## src/rtl/speech_endpoint_detector.sv

```systemverilog
// speech_endpoint_detector
//   Turns a stream of 8-bit offset-binary audio samples into per-frame energy
//   and decides where a spoken word starts and ends using an onset/hangover
//   state machine. Word boundaries and word length feed the template-compare
//   logic; frame energy is also exposed for an LED-bar debug display.
//
// Ports
//   clk           system clock
//   reset         synchronous, active-high reset
//   enable        detector run enable; low clears the frame and the FSM
//   sample_valid  one-cycle strobe per new sample (back-to-back allowed)
//   sample        unsigned offset-binary sample, 0x80 = silence
//   threshold     loudness threshold; a frame is loud if energy > threshold
//   frame_valid   one-cycle strobe: frame_energy has just been updated
//   frame_energy  sum of sample magnitudes over the last frame
//   speech_active high while in SPEECH or HANGOVER
//   speech_start  one-cycle pulse at declared word start
//   speech_end    one-cycle pulse at declared word end
//   word_frames   word length in frames, latched at speech_end
//   forced_end    latched with word_frames: 1 if the word hit MAX_FRAMES
//   state_dbg     current FSM state encoding
module speech_endpoint_detector #(
  parameter  int FRAME_LEN    = 64,
  parameter  int ONSET_FRAMES = 3,
  parameter  int HANG_FRAMES  = 8,
  parameter  int MAX_FRAMES   = 255,
  localparam int ENERGY_W     = 8 + $clog2(FRAME_LEN)
) (
  input  logic                clk,
  input  logic                reset,
  input  logic                enable,
  input  logic                sample_valid,
  input  logic [7:0]          sample,
  input  logic [ENERGY_W-1:0] threshold,
  output logic                frame_valid,
  output logic [ENERGY_W-1:0] frame_energy,
  output logic                speech_active,
  output logic                speech_start,
  output logic                speech_end,
  output logic [7:0]          word_frames,
  output logic                forced_end,
  output logic [2:0]          state_dbg
);

  localparam int CNT_W = $clog2(FRAME_LEN);

  localparam logic [2:0] SILENCE  = 3'd0;
  localparam logic [2:0] ONSET    = 3'd1;
  localparam logic [2:0] SPEECH   = 3'd2;
  localparam logic [2:0] HANGOVER = 3'd3;

  localparam logic [3:0] ONSET_N = 4'(ONSET_FRAMES);
  localparam logic [3:0] HANG_N  = 4'(HANG_FRAMES);
  localparam logic [7:0] MAX_N   = 8'(MAX_FRAMES);

  logic [ENERGY_W-1:0] acc;
  logic [CNT_W-1:0]    count;
  logic [7:0]          mag;

  logic [2:0] state;
  logic [3:0] cnt;        // onset / hangover run length
  logic [7:0] wcnt;       // frames in the current word candidate
  logic [7:0] wcnt_inc;   // wcnt + 1, saturated at MAX_FRAMES
  logic       loud;
  logic       at_cap;

  // Distance from the 0x80 midpoint; 0x00 maps to 128, 0xFF to 127.
  // NOTE: every always_comb output gets a value on every path, so no latch is inferred.
  always_comb begin
    mag = sample[7] ? {1'b0, sample[6:0]} : 8'd128 - sample;
  end

  // ---------------------------------------------------------------------------
  // Frame accumulator. The last sample of a frame is folded in directly so
  // acc/count can clear on the same edge and the next frame starts cleanly
  // even with back-to-back strobes.
  // ---------------------------------------------------------------------------
  // NOTE: sequential state uses non-blocking assignments so every flop samples pre-edge values.
  always_ff @(posedge clk) begin
    if (reset) begin
      acc          <= '0;
      count        <= '0;
      frame_energy <= '0;
      frame_valid  <= 1'b0;
    end else begin
      frame_valid <= 1'b0;
      if (!enable) begin
        acc   <= '0;
        count <= '0;
      end else if (sample_valid) begin
        if (count == CNT_W'(FRAME_LEN - 1)) begin
          frame_energy <= acc + ENERGY_W'(mag);
          acc          <= '0;
          count        <= '0;
          frame_valid  <= 1'b1;
        end else begin
          acc   <= acc + ENERGY_W'(mag);
          count <= count + CNT_W'(1);
        end
      end
    end
  end

  always_comb begin
    loud     = frame_energy > threshold;
    wcnt_inc = (wcnt >= MAX_N) ? MAX_N : wcnt + 8'd1;
    at_cap   = (wcnt_inc == MAX_N);
  end

  // ---------------------------------------------------------------------------
  // Onset / hangover FSM, stepped once per completed frame.
  // ---------------------------------------------------------------------------
  always_ff @(posedge clk) begin
    if (reset) begin
      state        <= SILENCE;
      cnt          <= '0;
      wcnt         <= '0;
      speech_start <= 1'b0;
      speech_end   <= 1'b0;
      word_frames  <= '0;
      forced_end   <= 1'b0;
    end else begin
      speech_start <= 1'b0;
      speech_end   <= 1'b0;
      if (!enable) begin
        // Abandon any word silently; the last reported length stays visible.
        state <= SILENCE;
        cnt   <= '0;
        wcnt  <= '0;
      end else if (frame_valid) begin
        case (state)
          SILENCE: begin
            if (loud) begin
              wcnt <= 8'd1;
              cnt  <= 4'd1;
              if (ONSET_N == 4'd1) begin
                state        <= SPEECH;
                speech_start <= 1'b1;
              end else begin
                state <= ONSET;
              end
            end
          end
          ONSET: begin
            if (loud) begin
              wcnt <= wcnt_inc;
              cnt  <= cnt + 4'd1;
              if (cnt + 4'd1 == ONSET_N) begin
                state        <= SPEECH;
                speech_start <= 1'b1;
              end
            end else begin
              state <= SILENCE;
              cnt   <= '0;
              wcnt  <= '0;
            end
          end
          SPEECH, HANGOVER: begin
            // The length cap wins over every other outcome of this frame.
            if (at_cap) begin
              speech_end  <= 1'b1;
              word_frames <= wcnt_inc;
              forced_end  <= 1'b1;
              state       <= SILENCE;
              cnt         <= '0;
              wcnt        <= '0;
            end else if (loud) begin
              wcnt  <= wcnt_inc;
              state <= SPEECH;
            end else if ((state == SPEECH ? 4'd1 : cnt + 4'd1) == HANG_N) begin
              speech_end  <= 1'b1;
              word_frames <= wcnt_inc;
              forced_end  <= 1'b0;
              state       <= SILENCE;
              cnt         <= '0;
              wcnt        <= '0;
            end else begin
              wcnt  <= wcnt_inc;
              cnt   <= (state == SPEECH) ? 4'd1 : cnt + 4'd1;
              state <= HANGOVER;
            end
          end
          default: begin
            state <= SILENCE;
            cnt   <= '0;
            wcnt  <= '0;
          end
        endcase
      end
    end
  end

  assign speech_active = (state == SPEECH) || (state == HANGOVER);
  assign state_dbg     = state;

endmodule

```

## config.mk

```make
export PLATFORM = sky130hd
export DESIGN_NAME = speech_endpoint_detector
export DESIGN_NICKNAME = d
export VERILOG_FILES = /design/src/rtl/speech_endpoint_detector.sv
export SDC_FILE = /design/constraint.sdc
export NUM_CORES = 1
export LEC_CHECK = 0
export BUFFER_PORTS_ARGS = -buffer_cell sky130_fd_sc_hd__buf_4
export CAP_MARGIN = 20
export CORE_ASPECT_RATIO = 0.75
export CORE_MARGIN = 5
export CORE_UTILIZATION = 52
export CTS_BUF_LIST = sky130_fd_sc_hd__clkbuf_16
export DETAILED_ROUTE_END_ITERATION = 8
export PLACE_DENSITY = 0.77
export SLEW_MARGIN = 20
export SYNTH_ARGS = -nofsm -noshare
export SYNTH_HDL_FRONTEND = slang
export SYNTH_SLANG_ARGS = --single-unit
```

## constraint.sdc

```tcl
create_clock -name clk -period 3.05 [get_ports clk]
set_clock_uncertainty 0.05 [all_clocks]
set_input_delay 0.61 -clock clk [delete_from_list [all_inputs] [get_ports clk]]
set_output_delay 0.61 -clock clk [all_outputs]
set_load 0.05 [all_outputs]
```

# --- Word level (Yosys, flattened, before mapping) ---
# Index checks and enable logic that the tools add are counted.
op_classes:
  addsub: 5
  n_reduce_logical: 13
  bitwise: 6
  n_eq_ne: 11
  mux: 35
  magnitude_cmp: 2
ops:
  columns: ["op", "n"]
  rows:
  - ["$mux W8", 10]
  - ["$mux W4", 6]
  - ["$pmux W8 S3", 1]
  - ["$add A14 B8 Y14", 1]
  - ["$gt A14 B14 Y1", 1]
  - ["$mux W14", 1]
  - ["$pmux W4 S3", 1]
  - ["$mux W3", 3]
  - ["$pmux W3 S3", 1]
  - ["$reduce_and A3 Y1", 3]
  - ["$add A8 B1 Y8 const B", 1]
  - ["$eq A8 B8 Y1 const B", 1]
  - ["$ge A8 B8 Y1 const B", 1]
  - ["$mux W1", 8]
  - ["$sub A8 B8 Y8 const A", 1]
  - ["$add A6 B1 Y6 const B", 1]
  - ["$eq A3 B2 Y1 const B", 2]
  - ["$eq A6 B6 Y1 const B", 1]
  - ["$mux W2", 3]
  - ["$mux W6", 1]
  - ["$ne A3 B3 Y1 const B", 2]
  - ["$not A1 Y1", 6]
  - ["$reduce_and A5 Y1", 1]
  - ["$reduce_or A5 Y1", 1]
  - ["other kinds (13)", 14]
word_totals:
  elab_cells: 83
  output_inout_bits: 30
  ff_bits: 61
  inputBits: 26

# --- Logic depth before layout (Yosys ltp) ---
logic_depth:
  ltp_word: 7
  ltp_mapped: 12
  depth_no_buf: 12

# --- Worst setup path after synthesis ---
# OpenSTA, ideal clock, no wires.
synth_timing:
  kind: "input-to-reg"
  from: "in sample[0]"
  to: "reg frame_energy[13]"
  t_required_ps: 2909
  arrival_ps: 2746
  setup_slack_ps: 163
  stages: 12
  setup_ps: 91
  path_buffers: 1
  path_cell_list: "inv_1 -> ha_1 -> mux2_2 -> ha_1 -> a21o_1 -> a21oi_1 -> o21ai_1 -> nand3_1 -> and3_1 -> clkbuf_1 -> or3_1 -> a311oi_1"
synth_between:
  elab_chain_len: 3
synth_rtl:
  columns: ["element", "line_no", "source"]
  rows:
  - ["from (decl)", "33", "input logic [7:0] sample,"]
  - ["$sub A8 B8 Y8", "70", "mag = sample[7] ? {1'b0, sample[6:0]} : 8'd128 - sample;"]
  - ["$mux W8 (*)", "70", null]
  - ["$add A14 B8 Y14 (*)", "92", "frame_energy <= acc + ENERGY_W'(mag);"]
  - ["to (signal assigned)", "92", null]
  - ["to (decl)", "36", "output logic [ENERGY_W-1:0] frame_energy,"]
# Every way passes the cells marked *; elsewhere a longest branch is shown, timed or not.
# A chain may end at the register's enable or synchronous reset.

# --- Final worst setup path ---
layout_timing:
  from: "in sample[0]"
  to: "reg frame_energy[12]"
# The elaborated chain is that of the path after synthesis.

==> flow_summary.yaml <==
timing:
  grt_setup_unrepaired: "no"
  fin_hold_ws_ps: 434
  finalCritPeriodShare: 0.917
  period_minus_slack_ps: 2800
  final-setup-viol-count: 0
  fmax_mhz: 358
  drv_slew: 0
  fin_ws_ps: 254
  worst_pin_slew_ps: 583
  relSlewSlack: 0.605
  hold_viol: 0
yosys:
  ys_async_sr_fraction: 0
  synth-seq-area-share: 0.330
  synth_top_flop_cell: "dfxtp_1"
  synthesis.area_sq_um: 3640
  syn_nets: 491
  synth_edf_count: 0
  ys_warn_count: 0
  ys_seq_elements: 60
  syn_inst: 437
  syn_avg_cell_area_sq_um: 8.32
  ys_types: 65
global_route:
  met2_usage: 0.352
  met1_usage: 0.280
  antenna_found_initial: 0
  grt_remaining_overflow: 0
  globalRouteMet3Util: 0.0598
  grt_max_degree: 28
  track_usage: 0.214
  grt_pass1_vias: 3224
  top_usage_layer: "met2"
  grt_pass1_wl_mm: 15.1
placed_design:
  placed_cells: 576
  dp_slack_ps: -28.7
  hpwl_mm: 6.82
  gp_congestion: 0.884
  portBuffers: 54
cts:
  root_buffer: "clkbuf_16"
  cts_tree: "built"
  clock_path_buffers: 2
  cts_setup_buffers: 0
  cts-hold-fix-buffers: 0
  clk_pin_slew_ps: 60
  cts_htree_levels: 3
  cts_buffers: 9
  cts_resized: 0
  clock_sinks: 60
  clock_latency_ps: 330
route:
  routedWlPerCell_um: 15.6
  vias: 3449
  drc_errors: 0
  drtIter0Drc: 234
  firstDrtPassIters: 5
  viasPerCell: 5.83
  antenna_left: 0
  wl_mm: 9.21
layout:
  final_util: 0.666
  drive_gt1_frac: 0.207
  final_cell_mix: "buf_4 (71), dfxtp_1 (60), nor2_1 (49)"
  final_common_cell: "buf_4"
  n_antenna_cell: 0
  fill_cells: 554
  area_delta_synth_final_pct: 24.5
  final_cells: 592
  nNetsFinal: 557
worst_setup_path:
  worstPathCellList: "buf_4, inv_1, ha_1, mux2_2, fa_1, a21oi_1, o211ai_1, o221a_2, nand3_1, nor2_1, xnor2_1, a211oi_1"
  worstPathRequired_ps: 3240
  crit_path_max_fanout: 5
  critPathKind: "in2reg"
  slowest_stage: "fa_1"
  start_kind: "input pin"
  cp.arrival_ps: 2990
  crit_path_end_kind: "flip-flop"
  critPathMaxStageDelay_ps: 420
floorplanning:
  rows: 26
  ios: 56
  die_area_sq_um: 8780
  die_y_um: 82.4
  die_w_um: 107
  initial_utilization: 0.535
  core-area_sq_um: 6800
outcome:
  status: "completed"
job:
  drv_cap: 0
power:
  leakagePower_uw: 0.00190
  irDropWorstVdd_mv: 0.309
  p_per_area_nw_per_um2: 478
hold_path:
  hold_path.class: "reg2reg"
-- worst paths after layout --
check | depth (start not counted) | endpoint | slack, ps | from
max reg2reg | 8 | word_frames[5] | 440 | frame_energy[12]
min | 2 | frame_energy[7] | 430 | frame_energy[7]
min reg2reg | 2 | frame_energy[7] | 430 | frame_energy[7]
max | 12 | frame_energy[12] | 250 | sample[0]
-- report_power, final --
part | leakage [uW] | total (uW) | internal [uW] | switching (uW)
combinational | 0.00125 | 184 | 79.3 | 105
sequential | 0.000484 | 794 | 790 | 4.29
clock | 0.000166 | 1190 | 803 | 384
-- through the flow --
stage | power (uW) | setup TNS (ps) | instance area, sq um
after CTS | 2170 | 0 | 4530
after floorplan | 927 | 0 | 3640
after global placement | 986 | 0 | 4180
after detailed placement | 992 | -38.2 | 4180
after global routing | 2240 | 0 | 4530
final | 2170 | 0 | 4530
-- per-layer routing --
layer / part of all wire / vias to the layer above
met3: 0.071 / 14
li1: - / 1705
met5: 0 / -
met4: 0.013 / 0
met1: 0.45 / 1602
met2: 0.46 / 128
-- synth_stat cells, types with 2 or more instances --
cell type | n | area share
nand2_1 | 44 | 0.045
dfxtp_1 | 60 | 0.33
a311oi_1 | 9 | 0.022
a21oi_1 | 32 | 0.044
or3_1 | 4 | 0.0069
nor2b_1 | 4 | 0.0069
or4_1 | 4 | 0.0083
clkbuf_1 | 12 | 0.012
and3_1 | 7 | 0.012
nand4_1 | 4 | 0.0069
a31oi_1 | 8 | 0.014
nand3_1 | 17 | 0.023
a22oi_1 | 10 | 0.021
o211ai_1 | 3 | 0.0062
o21ai_0 | 10 | 0.014
mux2_2 | 2 | 0.0062
a21o_1 | 2 | 0.0041
o2bb2ai_1 | 3 | 0.0072
o311ai_1 | 3 | 0.0072
nor4_1 | 4 | 0.0069
nand2b_1 | 5 | 0.0086
ha_1 | 27 | 0.093
o21ai_1 | 2 | 0.0028
mux2i_1 | 6 | 0.017
xor2_1 | 15 | 0.036
o221a_1 | 2 | 0.0062
and2_1 | 3 | 0.0052
buf_6 | 2 | 0.0062
nor3_1 | 9 | 0.012
and2_2 | 2 | 0.0041
inv_1 | 26 | 0.027
a21oi_4 | 2 | 0.0089
nor2_1 | 49 | 0.051
a211oi_1 | 6 | 0.012
xnor2_1 | 9 | 0.022
-- critical path, delay by kind of cell --
kind,cells,cell delay [ps]
multiplexers,1,290
adder cells (fa/ha/maj),2,690
buffers and inverters,2,120
AO/OA/AOI/OAI,4,880
AND/OR/NAND/NOR,2,260
XOR/XNOR,1,130
-- flip-flops by register name, summed over array words and instances (netlist names) --
register and flops:
wcnt 8, cnt 4, word_frames 8, forced_end 1
acc 14, speech_end 1, state_dbg 2, frame_valid 1
frame_energy 14, speech_start 1, count 6
-- final cells by class --
| cell class | instances | area, sq um | share of cell area |
|---|---|---|---|
| sequential | 60 | 1200 | 0.265 |
| clock inverter | 7 | 124 | 0.0273 |
| clock buffer | 9 | 225 | 0.0497 |
| tap | 84 | 105 | 0.0232 |
| inverter | 27 | 101 | 0.0224 |
| timing repair buffer | 71 | 533 | 0.118 |
| multi-input combinational | 334 | 2240 | 0.494 |
-- cell families (layout without fill, tap and decap cells) --
| kind of cell | count (synthesis) | count (layout) | share of synthesized area |
|---|---|---|---|
| AO/OA/AOI/OAI | 106 | 106 | 0.210 |
| XOR/XNOR | 24 | 24 | 0.0578 |
| adder cells (fa/ha/maj) | 28 | 28 | 0.0984 |
| buffers and inverters | 43 | 114 | 0.0540 |
| flip-flops | 60 | 60 | 0.330 |
| multiplexers | 8 | 8 | 0.0227 |
| other | 1 | 1 | 0.00103 |
| AND/OR/NAND/NOR | 167 | 167 | 0.226 |
Power figures use the tool's default switching activity.
